==> src/rtl/reg_dump.sv <==
// Debug read-out engine: walks every register of the file through a spare async
// read port and streams {address, data} words on a valid/ready interface.
module reg_dump #(
  parameter int unsigned N = 5,
  parameter int unsigned M = 32
) (
  input  logic         clk,
  input  logic         rst,
  input  logic         start_i,
  output logic [N-1:0] rd_addr_o,
  input  logic [M-1:0] rd_data_i,
  output logic         out_valid_o,
  input  logic         out_ready_i,
  output logic [N-1:0] out_addr_o,
  output logic [M-1:0] out_data_o,
  output logic         out_last_o,
  output logic         busy_o,
  output logic         done_o
);

  localparam logic [N-1:0] LAST_ADDR = {N{1'b1}};

  typedef enum logic [1:0] {
    IDLE = 2'd0,
    LOAD = 2'd1,
    SEND = 2'd2,
    DONE = 2'd3
  } state_e;

  state_e       state_q, state_d;
  logic [N-1:0] addr_q, addr_d;
  logic         out_valid_q, out_valid_d;
  logic [N-1:0] out_addr_q, out_addr_d;
  logic [M-1:0] out_data_q, out_data_d;
  logic         out_last_q, out_last_d;
  logic         busy_q, busy_d;
  logic         done_q, done_d;

  // State and output registers; reset drops any word in flight.
  always_ff @(posedge clk) begin
    if (rst) begin
      state_q     <= IDLE;
      addr_q      <= '0;
      out_valid_q <= 1'b0;
      out_addr_q  <= '0;
      out_data_q  <= '0;
      out_last_q  <= 1'b0;
      busy_q      <= 1'b0;
      done_q      <= 1'b0;
    end else begin
      state_q     <= state_d;
      addr_q      <= addr_d;
      out_valid_q <= out_valid_d;
      out_addr_q  <= out_addr_d;
      out_data_q  <= out_data_d;
      out_last_q  <= out_last_d;
      busy_q      <= busy_d;
      done_q      <= done_d;
    end
  end

  // Next-state and output logic; the word is captured from the read port in LOAD.
  always_comb begin
    state_d     = state_q;
    addr_d      = addr_q;
    out_valid_d = out_valid_q;
    out_addr_d  = out_addr_q;
    out_data_d  = out_data_q;
    out_last_d  = out_last_q;

    unique case (state_q)
      IDLE: begin
        if (start_i) begin
          addr_d  = '0;
          state_d = LOAD;
        end
      end
      LOAD: begin
        out_data_d  = rd_data_i;
        out_addr_d  = addr_q;
        out_last_d  = (addr_q == LAST_ADDR);
        out_valid_d = 1'b1;
        state_d     = SEND;
      end
      SEND: begin
        if (out_valid_q && out_ready_i) begin
          out_valid_d = 1'b0;
          if (out_last_q) begin
            state_d = DONE;
          end else begin
            addr_d  = addr_q + N'(1);
            state_d = LOAD;
          end
        end
      end
      DONE: begin
        // Park the read address at 0 so it reads 0 whenever idle.
        addr_d  = '0;
        state_d = IDLE;
      end
      default: state_d = IDLE;
    endcase

    busy_d = (state_d != IDLE);
    done_d = (state_d == DONE);
  end

  assign rd_addr_o   = addr_q;
  assign out_valid_o = out_valid_q;
  assign out_addr_o  = out_addr_q;
  assign out_data_o  = out_data_q;
  assign out_last_o  = out_last_q;
  assign busy_o      = busy_q;
  assign done_o      = done_q;

endmodule

==> config.mk <==
export PLATFORM = sky130hd
export DESIGN_NAME = reg_dump
export DESIGN_NICKNAME = d
export VERILOG_FILES = /design/src/rtl/reg_dump.sv
export SDC_FILE = /design/constraint.sdc
export NUM_CORES = 1
export LEC_CHECK = 0
export CAP_MARGIN = 15
export CORE_MARGIN = 3
export CORE_UTILIZATION = 44
export CTS_CLUSTER_DIAMETER = 100
export DETAILED_ROUTE_END_ITERATION = 10
export HOLD_SLACK_MARGIN = 0.12
export PLACE_DENSITY = 0.81
export SLEW_MARGIN = 15
export SYNTH_ARGS = -nofsm -noshare
export SYNTH_HDL_FRONTEND = slang
export SYNTH_SLANG_ARGS = --single-unit
==> constraint.sdc <==
create_clock -name clk -period 3.9 [get_ports clk]
set_input_delay 0.585 -clock clk [delete_from_list [all_inputs] [get_ports clk]]
set_output_delay 0.585 -clock clk [all_outputs]
set_load 0.005 [all_outputs]
==> impl_metrics.tcl, run 1 <==
set metrics [dict create \
    synth.distinct_cells 24 \
    finalHoldViolCount 0 \
    startpoint "rst" \
    clk_latency_ps 290 \
    min_from "out_data_o[8]$_SDFFE_PP0P_" \
    gr-usage-all-layers_pct 16.5 \
    yosys.area.top_type "dfxtp_1" \
    worst_ep_arrival_time_ps 2230 \
    powerDensity_nw_per_um2 573 \
    timing.rr.start "state_q[1]$_SDFF_PP0_" \
    maxSlewViolCount 0 \
    status "complete, no violations" \
    grt_pass1_wl_mm 6.57 \
    root_buffer "clkbuf_8" \
    rsz0062_at_grt "false" \
    final-instance-count-excl-fill 309 \
    viasPerCell 4.85 \
    cp_slowest_cell "clkdlybuf4s50_1" \
    syn-num-nets 221 \
    grt_max_degree 28 \
    synth.most_common_cell "dfxtp_1" \
    tightest_slew_ps 941 \
    ios 82 \
    clock_path_buffers 2 \
    synth_area_leaders "dfxtp_1 52%, mux2i_1 21%, nor2_1 9.5%" \
    critPathKind "in -> reg" \
    diodes 0 \
    critPathCaptureType "flop" \
    cts_tree "done" \
    cts_resized 0 \
    antenna_found_initial 0 \
    initial_utilization_pct 48.0 \
    drive_above_1_share_pct 4.98 \
    min_path_cells 2 \
    synth_top_cell_area_share_pct 51.9 \
    post_drt_wl_per_cell_um 13.0 \
    grt_pass1_vias 1469 \
    worstPathRequired_ps 4130 \
    portBuffers 81 \
    die_w_um 70.9 \
    die-height_um 70.9 \
    rr_endpoint "out_data_o[23]$_SDFFE_PP0P_" \
    final_cell_area_um2 2780 \
    hp-class "reg -> reg" \
    p_leak_nw 1.08 \
    setup_viol 0 \
    path_clk_slew_ps 80 \
    path_cells "clkdlybuf4s50_1, or3_1, nor2_1" \
    drt_pre_antenna_iters 4 \
    yosys_warnings 0 \
    nets 301 \
    ir_worst_vdd_mv 0.314 \
    setup-tns-final_ps 0 \
    ctsHoldBuffers 0 \
    gp_congestion 0.762 \
    finClkSkew_ps 2.84 \
    reg2reg_slack_ps 2000 \
    max_freq_mhz 498 \
    fin_crit_sh_pct 51.5 \
    syn_area_per_cell_um2 10.3 \
    fill_cells 297 \
    start_kind "input pin" \
    synth-seq-area-share_pct 51.9 \
    post_cts_buffers 0 \
    cts_buffers 5 \
    place_area_um2 2690 \
    cp_slowest_stage_delay_ps 900 \
    dp.cells 301 \
    grt_overflow_total 0 \
    ys_seq_elements 48 \
    drt_iter0_drc 39 \
    vias 1498 \
    fin_crit_ps 2010 \
    ys.flop_type "dfxtp_1" \
    core_um2 3850 \
    cts_sinks 48 \
    drcViolationCount 0 \
    postRouteAntennaNets 0 \
    reg2regPathDepth 5 \
    dp_hpwl_mm 2.96 \
    async_reset_ff_share_pct 0 \
    hold_end "out_data_o[8]$_SDFFE_PP0P_" \
    area_growth_pct 50.0 \
    crit_fanout 27 \
    timing.slew.headroom_pct 37.1 \
    syn_inst 180 \
    drv_cap 0 \
    cts.htree.levels 2 \
    finalWirelength_mm 4.00 \
    synth-edff-count 0 \
    synthesis.area_um2 1850 \
    netlist_top_cells_count "48 x dfxtp_1, 47 x nor2_1, 39 x mux2i_1" \
    rows 22 \
    die-area_um2 5020 \
]
-- final cells by class --
class                           count  area [µm²]  area share (%)
Clock buffer                        8        90.1            3.24
Inverter                            4        15.0           0.541
Multi-Input combinational cell    118         825            29.7
Sequential cell                    48         961            34.6
Tap cell                           48        60.1            2.16
Timing Repair Buffer               83         826            29.7
-- cell families after synthesis --
kind of cell	synth area share, %
and+or+nand+nor	14.2
DFF	51.9
muxes	21.1
buffers and inverters	3.65
AOI/OAI and AO/OA	4.80
adders and majority gates	3.38
xor gates and xnor gates	0.947
-- worst max-delay path, delay by kind of cell --
kind	cells	cell delay, ps
simple gates	2	740
buf+inv	1	900
-- state kept, by name, indices dropped and copies added (netlist names) --
name	count
out_last_o	1
out_valid_o	1
out_data_o	32
done_o	1
state_q	2
rd_addr_o	5
busy_o	1
out_addr_o	5
-- where the power goes --
group          leakage (nW)  internal, W  total (W)  switching [W]
registers             0.391     0.000595   0.000653      0.0000581
logic                 0.643     0.000372   0.000647       0.000274
clock network        0.0455     0.000145   0.000293       0.000148
-- metrics by stage --
step / hold WS [ps] / worst slack, ps / total power, W / utilization [%]
after floorplan: 485 / 2430 / 0.00103 / -
after detailed placement: 477 / 1610 / 0.00132 / 69.7
after global routing: 522 / 1800 / 0.00170 / 72.0
final: 492 / 1890 / 0.00159 / 72.0
after CTS: 499 / 1930 / 0.00162 / 72.0
after global placement: 472 / 1630 / 0.00131 / 69.7
-- how the worst max path moves through the flow --
stage,to,cells after the start,slack [ps]
final,done_o$_SDFF_PP0_,3,1890
after global routing,out_data_o[29]$_SDFFE_PP0P_,5,1800
after CTS,done_o$_SDFF_PP0_,3,1930
after detailed placement,busy_o$_SDFF_PP0_,3,1610
after global placement,done_o$_SDFF_PP0_,3,1630
after floorplan,rd_addr_o[3]$_SDFFE_PP0P_,6,2430
-- per-layer routing --
| metal | wire [µm] | share of wire, % | GRT usage [%] | up-vias |
|---|---|---|---|---|
| met5 | 0 | 0 | 0 | - |
| met4 | 47 | 1.2 | 5.64 | 0 |
| met3 | 271 | 6.8 | 6.25 | 5 |
| met2 | 1900 | 47 | 26.4 | 48 |
| met1 | 1780 | 45 | 20.5 | 687 |
| li1 | - | - | - | 758 |
-- cells in the final DEF, fill, tap and decap left out, drive strengths merged, types with 2 or more instances in the layout --
cell	n
a21o	2
a21oi	3
a22oi	2
and3	2
buf	2
clkbuf	8
clkdlybuf4s50	81
dfxtp	48
ha	5
inv	4
mux2i	39
nand2	4
nor2	47
o21ai	3
or3	2
Note: power is estimated with default switching activity, not from simulation.
==> inputs of run 2 (changes only) <==
--- a/config.mk
+++ b/config.mk
@@ -7,11 +7,11 @@
 export LEC_CHECK = 0
 export CAP_MARGIN = 15
 export CORE_MARGIN = 3
-export CORE_UTILIZATION = 44
+export CORE_UTILIZATION = 37
 export CTS_CLUSTER_DIAMETER = 100
 export DETAILED_ROUTE_END_ITERATION = 10
 export HOLD_SLACK_MARGIN = 0.12
-export PLACE_DENSITY = 0.81
+export PLACE_DENSITY = 0.72
 export SLEW_MARGIN = 15
 export SYNTH_ARGS = -nofsm -noshare
 export SYNTH_HDL_FRONTEND = slang
==> constraint.sdc (replaced) <==
create_clock -name clk -period 1.7 [get_ports clk]
set_input_delay 0.255 -clock clk [delete_from_list [all_inputs] [get_ports clk]]
set_output_delay 0.255 -clock clk [all_outputs]
set_load 0.005 [all_outputs]
==> run 2 against run 1 <==
Compared with the run above:
- clock skew rose by 0.81 ps
- flip-flop and latch count did not move
- total power rose by 140%
- die area rose by 17%
- highest routed layer unchanged
- sequential power rose by 130%
- wire length rose by 3.3%
- largest cell class unchanged
- critical path type is now reg -> reg
- cell area rose by 2.7%
- core utilization fell by 12 points
==> impl_metrics.tcl, run 2 (synthesis results as in run 1) <==
set metrics [dict create \
    area_growth_pct 54.2 \
    tightest_slew_ps 329 \
    ir_worst_vdd_mv 0.671 \
    root_buffer "clkbuf_8" \
    dp_hpwl_mm 3.11 \
    worst_ep_arrival_time_ps 1800 \
    pre_cts_slack_ps 45.3 \
    power_frac_clock_pct 18.2 \
    gp_congestion 0.720 \
    max_freq_mhz 635 \
    status "complete, no violations" \
    worstPathRequired_ps 1930 \
    drt_pre_antenna_iters 4 \
    viasPerCell 4.65 \
    netSwitchingPower_w 0.00113 \
    die-area_um2 5890 \
    path_clk_slew_ps 80 \
    portBuffers 81 \
    fill_cells 419 \
    powerDensity_nw_per_um2 1320 \
    cts_tree "done" \
    timing.slew.headroom_pct 77.9 \
    rows 25 \
    p_leak_nw 1.11 \
    ios 82 \
    nets 306 \
    path_cells "inv_1, ha_1, and3_1, o211ai_2, or3_1, a21oi_1" \
    power.internal_w 0.00262 \
    comb_power_share_pct 42.2 \
    cts_sinks 48 \
    drive_above_1_share_pct 7.14 \
    vias 1547 \
    reg2regPathDepth 6 \
    initial_utilization_pct 38.7 \
    fin_crit_sh_pct 92.7 \
    drt_iter0_drc 55 \
    crit_fanout 7 \
    fin_crit_ps 1580 \
    finalHoldViolCount 0 \
    grt_pass1_vias 1585 \
    seq_power_share_pct 39.6 \
    path_buf_inv 1 \
    start_kind "flop" \
    largest_reg_flops 32 \
    cp_slowest_cell "dfxtp_1" \
    diodes 0 \
    maxSlewViolCount 0 \
    cts_buffers 5 \
    drv_cap 0 \
    die-height_um 76.7 \
    drcViolationCount 0 \
    core_um2 4790 \
    post_cts_buffers 0 \
    hp-class "reg -> reg" \
    grt_max_degree 22 \
    cp_top_family "simple AND/OR/NAND/NOR gates" \
    swShare_pct 30.2 \
    clock_path_buffers 2 \
    cts.htree.levels 2 \
    postRouteAntennaNets 0 \
    clk_latency_ps 300 \
    cp.depth 6 \
    setup_viol 0 \
    cp_slowest_stage_delay_ps 320 \
    rsz0062_at_grt "false" \
    die_w_um 76.7 \
    grt_overflow_total 0 \
    critPathCaptureType "flop" \
    post_drt_wl_per_cell_um 12.4 \
    finalWirelength_mm 4.14 \
    finClkSkew_ps 3.65 \
    grt_pass1_wl_mm 7.07 \
    min_path_cells 2 \
    gr-usage-all-layers_pct 14.8 \
    layout_common_cells "81 x clkdlybuf4s50_1, 48 x dfxtp_1, 46 x nor2_1" \
    setup-tns-final_ps 0 \
    fin_ws_ps 125 \
    final_common_cell "clkdlybuf4s50_1" \
    critPathKind "reg -> reg" \
    antenna_found_initial 0 \
]
==> run 2: cell count changes in the layout (fill, tap and decap cells not counted) <==
cell    delta
nor2_2     +1
buf_12     +1
nor2_1     -1
buf_4      +4
==> run 2: repair_timing <==
| action | in CTS | in global routing |
|---|---|---|
| gates resized for setup | 0 | 1 |
| setup endpoints to repair | 0 | 1 |
| hold buffers | 0 | 0 |
==> run 2: area by class of cell <==
class | count | area (µm²) | share of cell area (%)
clock buffers | 8 | 90.1 | 3.16
inverters | 4 | 15.0 | 0.526
multi-input cells | 118 | 827 | 29.0
flip-flops and latches | 48 | 961 | 33.7
well taps | 67 | 83.8 | 2.94
repair buffers | 88 | 876 | 30.7
==> run 2: worst paths after layout <==
kind / from / endpoint / slack, ps
worst min-delay path: out_data_o[4]$_SDFFE_PP0P_ / out_data_o[4]$_SDFFE_PP0P_ / 490
worst max-delay path: state_q[0]$_SDFF_PP0_ / rd_addr_o[3]$_SDFFE_PP0P_ / 120
worst min register to register: out_data_o[4]$_SDFFE_PP0P_ / out_data_o[4]$_SDFFE_PP0P_ / 490
worst max register to register: state_q[0]$_SDFF_PP0_ / rd_addr_o[3]$_SDFFE_PP0P_ / 120
==> run 2: through the flow <==
step	total power [W]	cells	utilization [%]	hold slack, ps	cell area [µm²]
floorplan	0.00237	180	-	402	1850
global placement	0.00307	325	57.7	471	2760
detailed placement	0.00310	325	57.7	483	2760
CTS	0.00380	333	59.6	503	2850
global route	0.00401	333	59.6	518	2850
finish	0.00375	333	59.6	493	2850
==> run 2: layer usage <==
layer  GRT usage (%)  routed length (µm)
met1            16.3                1730
met2            24.7                1980
met3            7.28                 357
met4            5.43                  62
met5               0                   0
==> run 2: worst reg2reg max path, delay by kind of cell (launching register included) <==
kind                     cells  cell delay [ps]
AND/OR/NAND/NOR              2              560
flip-flops                   1              320
adder cells (fa/ha/maj)      1              290
AO/OA/AOI/OAI                2              270
buffers and inverters        1               80
==> run 2: power by group through the flow <==
| stage | logic, W | registers, W | clock network (W) |
|---|---|---|---|
| global placement | 0.00157 | 0.00150 | 0 |
| detailed placement | 0.00159 | 0.00151 | 0 |
| floorplan | 0.000843 | 0.00153 | 0 |
| finish | 0.00158 | 0.00149 | 0.000684 |
| global route | 0.00174 | 0.00152 | 0.000754 |
| CTS | 0.00160 | 0.00149 | 0.000716 |
